### config.mk
export PLATFORM = sky130hd
export DESIGN_NAME = hazard_sequencer_flat
export DESIGN_NICKNAME = d
export VERILOG_FILES = /design/src/rtl/hazard_sequencer_if.sv /design/src/rtl/hazard_sequencer.sv /design/src/flat_wrapper.sv
export SDC_FILE = /design/constraint.sdc
export NUM_CORES = 1
export LEC_CHECK = 0
export ABC_AREA = 1
export BUFFER_PORTS_ARGS = -buffer_cell sky130_fd_sc_hd__buf_2
export CELL_PAD_IN_SITES_DETAIL_PLACEMENT = 1
export CELL_PAD_IN_SITES_GLOBAL_PLACEMENT = 1
export CORE_UTILIZATION = 20
export DETAILED_ROUTE_END_ITERATION = 6
export PLACE_DENSITY_LB_ADDON = 0.1
export SLEW_MARGIN = 30
export SYNTH_ARGS = -nofsm -noshare
export SYNTH_HDL_FRONTEND = slang
export SYNTH_SLANG_ARGS = --single-unit
### constraint.sdc
create_clock -name clk -period 1.2 [get_ports clk]
set_input_delay 0 -clock clk [delete_from_list [all_inputs] [get_ports clk]]
set_output_delay 0 -clock clk [all_outputs]
set_load 0.1 [all_outputs]
### src/rtl/hazard_sequencer_if.sv
// Hazard sequencer bundle: pipeline status in, pipeline register/PC control out.
interface hazard_sequencer_if #(
    parameter int REG_ADDR_W = 3
);
    logic                  mem_busy;
    logic                  idex_mem_read;
    logic [REG_ADDR_W-1:0] idex_rd;
    logic [REG_ADDR_W-1:0] id_src_a;
    logic [REG_ADDR_W-1:0] id_src_b;
    logic [REG_ADDR_W-1:0] id_src_c;
    logic [2:0]            id_src_valid;
    logic                  ex_branch_taken;
    logic                  ex_overflow;
    logic                  id_undef;

    logic                  pc_write;
    logic                  ifid_write;
    logic                  idex_write;
    logic                  ifid_flush;
    logic                  idex_flush;
    logic [1:0]            pc_sel;
    logic                  epc_write;
    logic                  cause_write;
    logic                  epc_sel;
    logic [1:0]            cause_code;

    // Pipeline datapath side: reports status, consumes control.
    modport master (
        output mem_busy, idex_mem_read, idex_rd, id_src_a, id_src_b, id_src_c,
               id_src_valid, ex_branch_taken, ex_overflow, id_undef,
        input  pc_write, ifid_write, idex_write, ifid_flush, idex_flush, pc_sel,
               epc_write, cause_write, epc_sel, cause_code
    );

    // Sequencer side.
    modport slave (
        input  mem_busy, idex_mem_read, idex_rd, id_src_a, id_src_b, id_src_c,
               id_src_valid, ex_branch_taken, ex_overflow, id_undef,
        output pc_write, ifid_write, idex_write, ifid_flush, idex_flush, pc_sel,
               epc_write, cause_write, epc_sel, cause_code
    );
endinterface

### src/rtl/hazard_sequencer.sv
// Pipeline hazard sequencer: load-use stalls, branch flushes, memory-busy freeze
// and the two-cycle exception entry (EPC/Cause load, then vector fetch).
//
//   state     | meaning
//   ----------+----------------------------------------------------------
//   RUN       | normal flow; events resolved by priority this cycle
//   STALL     | extra load-use bubbles while the stall counter runs down
//   EXC_FLUSH | second exception cycle: redirect PC to vector, flush pipe
module hazard_sequencer #(
    parameter int REG_ADDR_W      = 3,
    parameter int LOAD_USE_CYCLES = 1
) (
    input  logic               clk,
    input  logic               reset,
    hazard_sequencer_if.slave  hz
);

    typedef enum logic [1:0] {
        RUN       = 2'd0,
        STALL     = 2'd1,
        EXC_FLUSH = 2'd2
    } state_t;

    localparam logic [2:0] STALL_RELOAD = 3'(LOAD_USE_CYCLES - 1);

    state_t     state;
    logic [2:0] stall_cnt;

    logic [REG_ADDR_W-1:0] ex_rd;
    logic                  load_use;
    logic                  exc;

    logic       pc_write, ifid_write, idex_write, ifid_flush, idex_flush;
    logic [1:0] pc_sel;
    logic       epc_write, cause_write, epc_sel;
    logic [1:0] cause_code;

    assign ex_rd = hz.idex_rd;

    assign load_use = hz.idex_mem_read &
                      ((hz.id_src_valid[0] && (ex_rd == hz.id_src_a)) ||
                       (hz.id_src_valid[1] && (ex_rd == hz.id_src_b)) ||
                       (hz.id_src_valid[2] && (ex_rd == hz.id_src_c)));

    assign exc = hz.ex_overflow | hz.id_undef;

    // State and stall counter; memory-busy freezes both.
    always_ff @(posedge clk or negedge reset) begin
        if (!reset) begin
            state     <= RUN;
            stall_cnt <= 3'd0;
        end else if (!hz.mem_busy) begin
            case (state)
                RUN: begin
                    if (exc) begin
                        state <= EXC_FLUSH;
                    end else if (hz.ex_branch_taken) begin
                        state <= RUN;
                    end else if (load_use && (LOAD_USE_CYCLES > 1)) begin
                        stall_cnt <= STALL_RELOAD;
                        state     <= STALL;
                    end
                end
                STALL: begin
                    stall_cnt <= stall_cnt - 3'd1;
                    if (stall_cnt == 3'd1) begin
                        state <= RUN;
                    end
                end
                EXC_FLUSH: state <= RUN;
                default:   state <= RUN;
            endcase
        end
    end

    // Control outputs decoded from state and current events; all zero in reset or freeze.
    always_comb begin
        pc_write    = 1'b0;
        ifid_write  = 1'b0;
        idex_write  = 1'b0;
        ifid_flush  = 1'b0;
        idex_flush  = 1'b0;
        pc_sel      = 2'd0;
        epc_write   = 1'b0;
        cause_write = 1'b0;
        epc_sel     = 1'b0;
        cause_code  = 2'd0;
        if (reset && !hz.mem_busy) begin
            case (state)
                RUN: begin
                    pc_write   = 1'b1;
                    ifid_write = 1'b1;
                    idex_write = 1'b1;
                    if (exc) begin
                        pc_write    = 1'b0;
                        ifid_flush  = 1'b1;
                        idex_flush  = 1'b1;
                        epc_write   = 1'b1;
                        cause_write = 1'b1;
                        // Overflow belongs to the older instruction in EX.
                        if (hz.ex_overflow) begin
                            cause_code = 2'd2;
                            epc_sel    = 1'b0;
                        end else begin
                            cause_code = 2'd1;
                            epc_sel    = 1'b1;
                        end
                    end else if (hz.ex_branch_taken) begin
                        pc_sel     = 2'd1;
                        ifid_flush = 1'b1;
                        idex_flush = 1'b1;
                    end else if (load_use) begin
                        pc_write   = 1'b0;
                        ifid_write = 1'b0;
                        idex_flush = 1'b1;
                    end
                end
                STALL: begin
                    idex_write = 1'b1;
                    idex_flush = 1'b1;
                end
                EXC_FLUSH: begin
                    pc_write   = 1'b1;
                    ifid_write = 1'b1;
                    idex_write = 1'b1;
                    ifid_flush = 1'b1;
                    idex_flush = 1'b1;
                    pc_sel     = 2'd2;
                end
                default: ;
            endcase
        end
    end

    assign hz.pc_write    = pc_write;
    assign hz.ifid_write  = ifid_write;
    assign hz.idex_write  = idex_write;
    assign hz.ifid_flush  = ifid_flush;
    assign hz.idex_flush  = idex_flush;
    assign hz.pc_sel      = pc_sel;
    assign hz.epc_write   = epc_write;
    assign hz.cause_write = cause_write;
    assign hz.epc_sel     = epc_sel;
    assign hz.cause_code  = cause_code;

endmodule

### src/flat_wrapper.sv
// flat-port wrapper written by rule: the top's interface ports become plain ports
module hazard_sequencer_flat 
#(
    parameter int REG_ADDR_W      = 3,
    parameter int LOAD_USE_CYCLES = 1
)
  (clk, reset, hz_mem_busy, hz_idex_mem_read, hz_idex_rd, hz_id_src_a, hz_id_src_b, hz_id_src_c, hz_id_src_valid, hz_ex_branch_taken, hz_ex_overflow, hz_id_undef, hz_pc_write, hz_ifid_write, hz_idex_write, hz_ifid_flush, hz_idex_flush, hz_pc_sel, hz_epc_write, hz_cause_write, hz_epc_sel, hz_cause_code);
  hazard_sequencer_if #(.REG_ADDR_W(REG_ADDR_W)) hz_i ();
  input  logic clk;
  input  logic reset;
  input wire logic [$bits(hz_i.mem_busy)-1:0] hz_mem_busy;
  input wire logic [$bits(hz_i.idex_mem_read)-1:0] hz_idex_mem_read;
  input wire logic [$bits(hz_i.idex_rd)-1:0] hz_idex_rd;
  input wire logic [$bits(hz_i.id_src_a)-1:0] hz_id_src_a;
  input wire logic [$bits(hz_i.id_src_b)-1:0] hz_id_src_b;
  input wire logic [$bits(hz_i.id_src_c)-1:0] hz_id_src_c;
  input wire logic [$bits(hz_i.id_src_valid)-1:0] hz_id_src_valid;
  input wire logic [$bits(hz_i.ex_branch_taken)-1:0] hz_ex_branch_taken;
  input wire logic [$bits(hz_i.ex_overflow)-1:0] hz_ex_overflow;
  input wire logic [$bits(hz_i.id_undef)-1:0] hz_id_undef;
  output wire logic [$bits(hz_i.pc_write)-1:0] hz_pc_write;
  output wire logic [$bits(hz_i.ifid_write)-1:0] hz_ifid_write;
  output wire logic [$bits(hz_i.idex_write)-1:0] hz_idex_write;
  output wire logic [$bits(hz_i.ifid_flush)-1:0] hz_ifid_flush;
  output wire logic [$bits(hz_i.idex_flush)-1:0] hz_idex_flush;
  output wire logic [$bits(hz_i.pc_sel)-1:0] hz_pc_sel;
  output wire logic [$bits(hz_i.epc_write)-1:0] hz_epc_write;
  output wire logic [$bits(hz_i.cause_write)-1:0] hz_cause_write;
  output wire logic [$bits(hz_i.epc_sel)-1:0] hz_epc_sel;
  output wire logic [$bits(hz_i.cause_code)-1:0] hz_cause_code;
  assign hz_i.mem_busy = hz_mem_busy;
  assign hz_i.idex_mem_read = hz_idex_mem_read;
  assign hz_i.idex_rd = hz_idex_rd;
  assign hz_i.id_src_a = hz_id_src_a;
  assign hz_i.id_src_b = hz_id_src_b;
  assign hz_i.id_src_c = hz_id_src_c;
  assign hz_i.id_src_valid = hz_id_src_valid;
  assign hz_i.ex_branch_taken = hz_ex_branch_taken;
  assign hz_i.ex_overflow = hz_ex_overflow;
  assign hz_i.id_undef = hz_id_undef;
  assign hz_pc_write = hz_i.pc_write;
  assign hz_ifid_write = hz_i.ifid_write;
  assign hz_idex_write = hz_i.idex_write;
  assign hz_ifid_flush = hz_i.ifid_flush;
  assign hz_idex_flush = hz_i.idex_flush;
  assign hz_pc_sel = hz_i.pc_sel;
  assign hz_epc_write = hz_i.epc_write;
  assign hz_cause_write = hz_i.cause_write;
  assign hz_epc_sel = hz_i.epc_sel;
  assign hz_cause_code = hz_i.cause_code;
  hazard_sequencer #(.REG_ADDR_W(REG_ADDR_W), .LOAD_USE_CYCLES(LOAD_USE_CYCLES)) u_core (.clk(clk), .reset(reset), .hz(hz_i));
endmodule
==> flow_summary.yaml <==
run_status:
  status: "complete, but fails checks"
  violations: "DRC"
layout:
  largest_reg_flops: 1
  area_growth_pct: 134
  antenna_cells: 0
  final_nets: 137
  layout_common_cells: "nand2_1 (33), buf_2 (21), buf_12 (12)"
  drive_gt1_share_pct: 47.8
  layout_commonest_cell: "nand2_1"
  reg.largest.list: "u_core.state: 1 flops"
  fin_cells: 129
  largest_register: "u_core.state"
  fillCellCount: 219
timing:
  relSlewSlack_pct: 77.2
  fmax_mhz: 916
  finClkSkew_ps: 0
  hold_slack_ps: 252
  slew_violations: 0
  finalCritPeriodShare_pct: 91.0
  hold_violations: 0
  rsz0062_at_grt: "no"
  max_slew.worst_pin.slew_ps: 341
  fin_crit_ps: 1090
  finalSetupViolations: 0
critical_path:
  worst_path_max_delay_cell: "dfrtp_1"
  endpoint_kind: "output port"
  cp_max_fo: 6
  crit_family: "flip-flops"
  critical_path_class: "reg -> out"
  crit_path_start_kind: "register"
  crit_buf_inv: 2
  r2r_setup_slack_ps: 300
  worstPathCellList: "inv_2 -> nand2_2 -> nor3_4 -> buf_12"
  required_ps: 1200
  critPathArrivalTime_ps: 1090
  max_stage_delay_ps: 380
global_routing:
  grt_use_total_pct: 14.6
  grt_pass1_wl_um: 2220
  grt_pass1_vias: 577
  grt_antenna_before_repair: 0
  grt_max_degree: 7
  grt-ovfl-total: 0
route:
  vias: 557
  totalWireLength_um: 1250
  wl_per_cell_um: 9.67
  first_iter_violations: 5
  via_per_inst: 4.32
  ant_nets: 0
  drt-pass1-iter-count: 5
  drc: 3
worst_hold_path:
  min_path_type: "in -> reg"
floorplanning:
  num_rows: 14
  io_pins: 34
  die-area_um2: 1900
  die_y_um: 43.6
  start_util_pct: 22.2
  core_area_um2: 1560
  dieWidth_um: 43.6
cts:
  clk_latency_ps: 0
  clk_pin_slew_ps: 0
placed_design:
  place.gp.congestion: 0.736
  hpwl_um: 1180
  portBuffers: 33
  dp.cells: 128
yosys:
  ys_ff_latch: 1
  yosysUniqueCellTypes: 12
  ys_seq_area_share_pct: 7.22
  syn_nets: 102
  synth_cells: 80
  avgSynthCellArea_um2: 4.33
  synth_area_um2: 347
  yosysWarnings: 0
power_and_ir_drop:
  p_per_area_nw_per_um2: 608
  vdd_drop_max_mv: 0.341
  power.leakage_nw: 0.434
flow_run:
  cap_violations: 0
## where the power goes
part,internal [W],switching [W],total [W]
sequential,0.0000393,0.00000497,0.0000443
clock,0,0,0
combinational,0.000156,0.000293,0.000449
## cell type report
type	count	area [um2]	share of cell area (%)
timing repair buffer	35	363	44.7
multi-input combinational	60	330	40.7
inverter	17	73.8	9.09
sequential	1	25.0	3.08
tap	16	20.0	2.47
## cells by family (layout without fill, tap and decap cells)
logic type | count (synthesis) | count (layout) | synth area share [%]
AOI/OAI and AO/OA | 3 | 3 | 4.33
DFF | 1 | 1 | 7.22
and+or+nand+nor | 57 | 57 | 65.7
buffers and inverters | 19 | 52 | 22.7
## cells in the mapped netlist, drive strengths merged
| library cell | n | area [um2] |
|---|---|---|
| nor3 | 1 | 5.00 |
| nor2 | 15 | 58.8 |
| nand3 | 4 | 25.0 |
| buf | 2 | 15.0 |
| a21oi | 2 | 10.0 |
| o21ai | 1 | 5.00 |
| dfrtp | 1 | 25.0 |
| inv | 17 | 63.8 |
| nand2 | 37 | 139 |
## per-layer routing
layer | global-route usage (%) | share of wire, % | vias to the layer above | wire, um
met1 | 18.1 | 42 | 244 | 519
met5 | 0 | 0 | - | 0
met4 | 0 | 0 | 0 | 0
met3 | 0 | 4.3 | 0 | 54
li1 | - | - | 297 | -
met2 | 29.3 | 54 | 16 | 675
## through the flow
step | TNS (ps) | area, um2 | util, % | worst slack [ps] | total power (W)
6_report | 0 | 812 | 52.1 | 108 | 0.000493
5_1_grt | 0 | 812 | 52.1 | 30.7 | 0.000526
4_1_cts | 0 | 810 | 51.9 | 82.9 | 0.000496
3_5_place_dp | 0 | 800 | 51.3 | 88.2 | 0.000493
3_3_place_gp | 0 | 800 | 51.3 | 137 | 0.000484
2_1_floorplan | -1260 | 467 | - | -479 | 0.000340
## final timing paths
check / start / endpoint / cells past startpoint
max: u_core.state[1]$_DFFE_PN0P_ / hz_cause_code[0] / 4
min: hz_mem_busy / u_core.state[1]$_DFFE_PN0P_ / 2
max reg2reg: u_core.state[1]$_DFFE_PN0P_ / u_core.state[1]$_DFFE_PN0P_ / 3
min reg2reg: u_core.state[1]$_DFFE_PN0P_ / u_core.state[1]$_DFFE_PN0P_ / 2
max in group asynchronous: reset / u_core.state[1]$_DFFE_PN0P_ / 2
min in group asynchronous: reset / u_core.state[1]$_DFFE_PN0P_ / 2
## what timing repair did
item | 4_1_cts | 5_1_grt
setup buffers | 0 | 0
hold endpoints to repair | 1 | 0
resized for setup | 0 | 1
endpoints found under the setup margin | 0 | 1
hold buffers | 1 | 0
(Power assumes the default switching activity.)
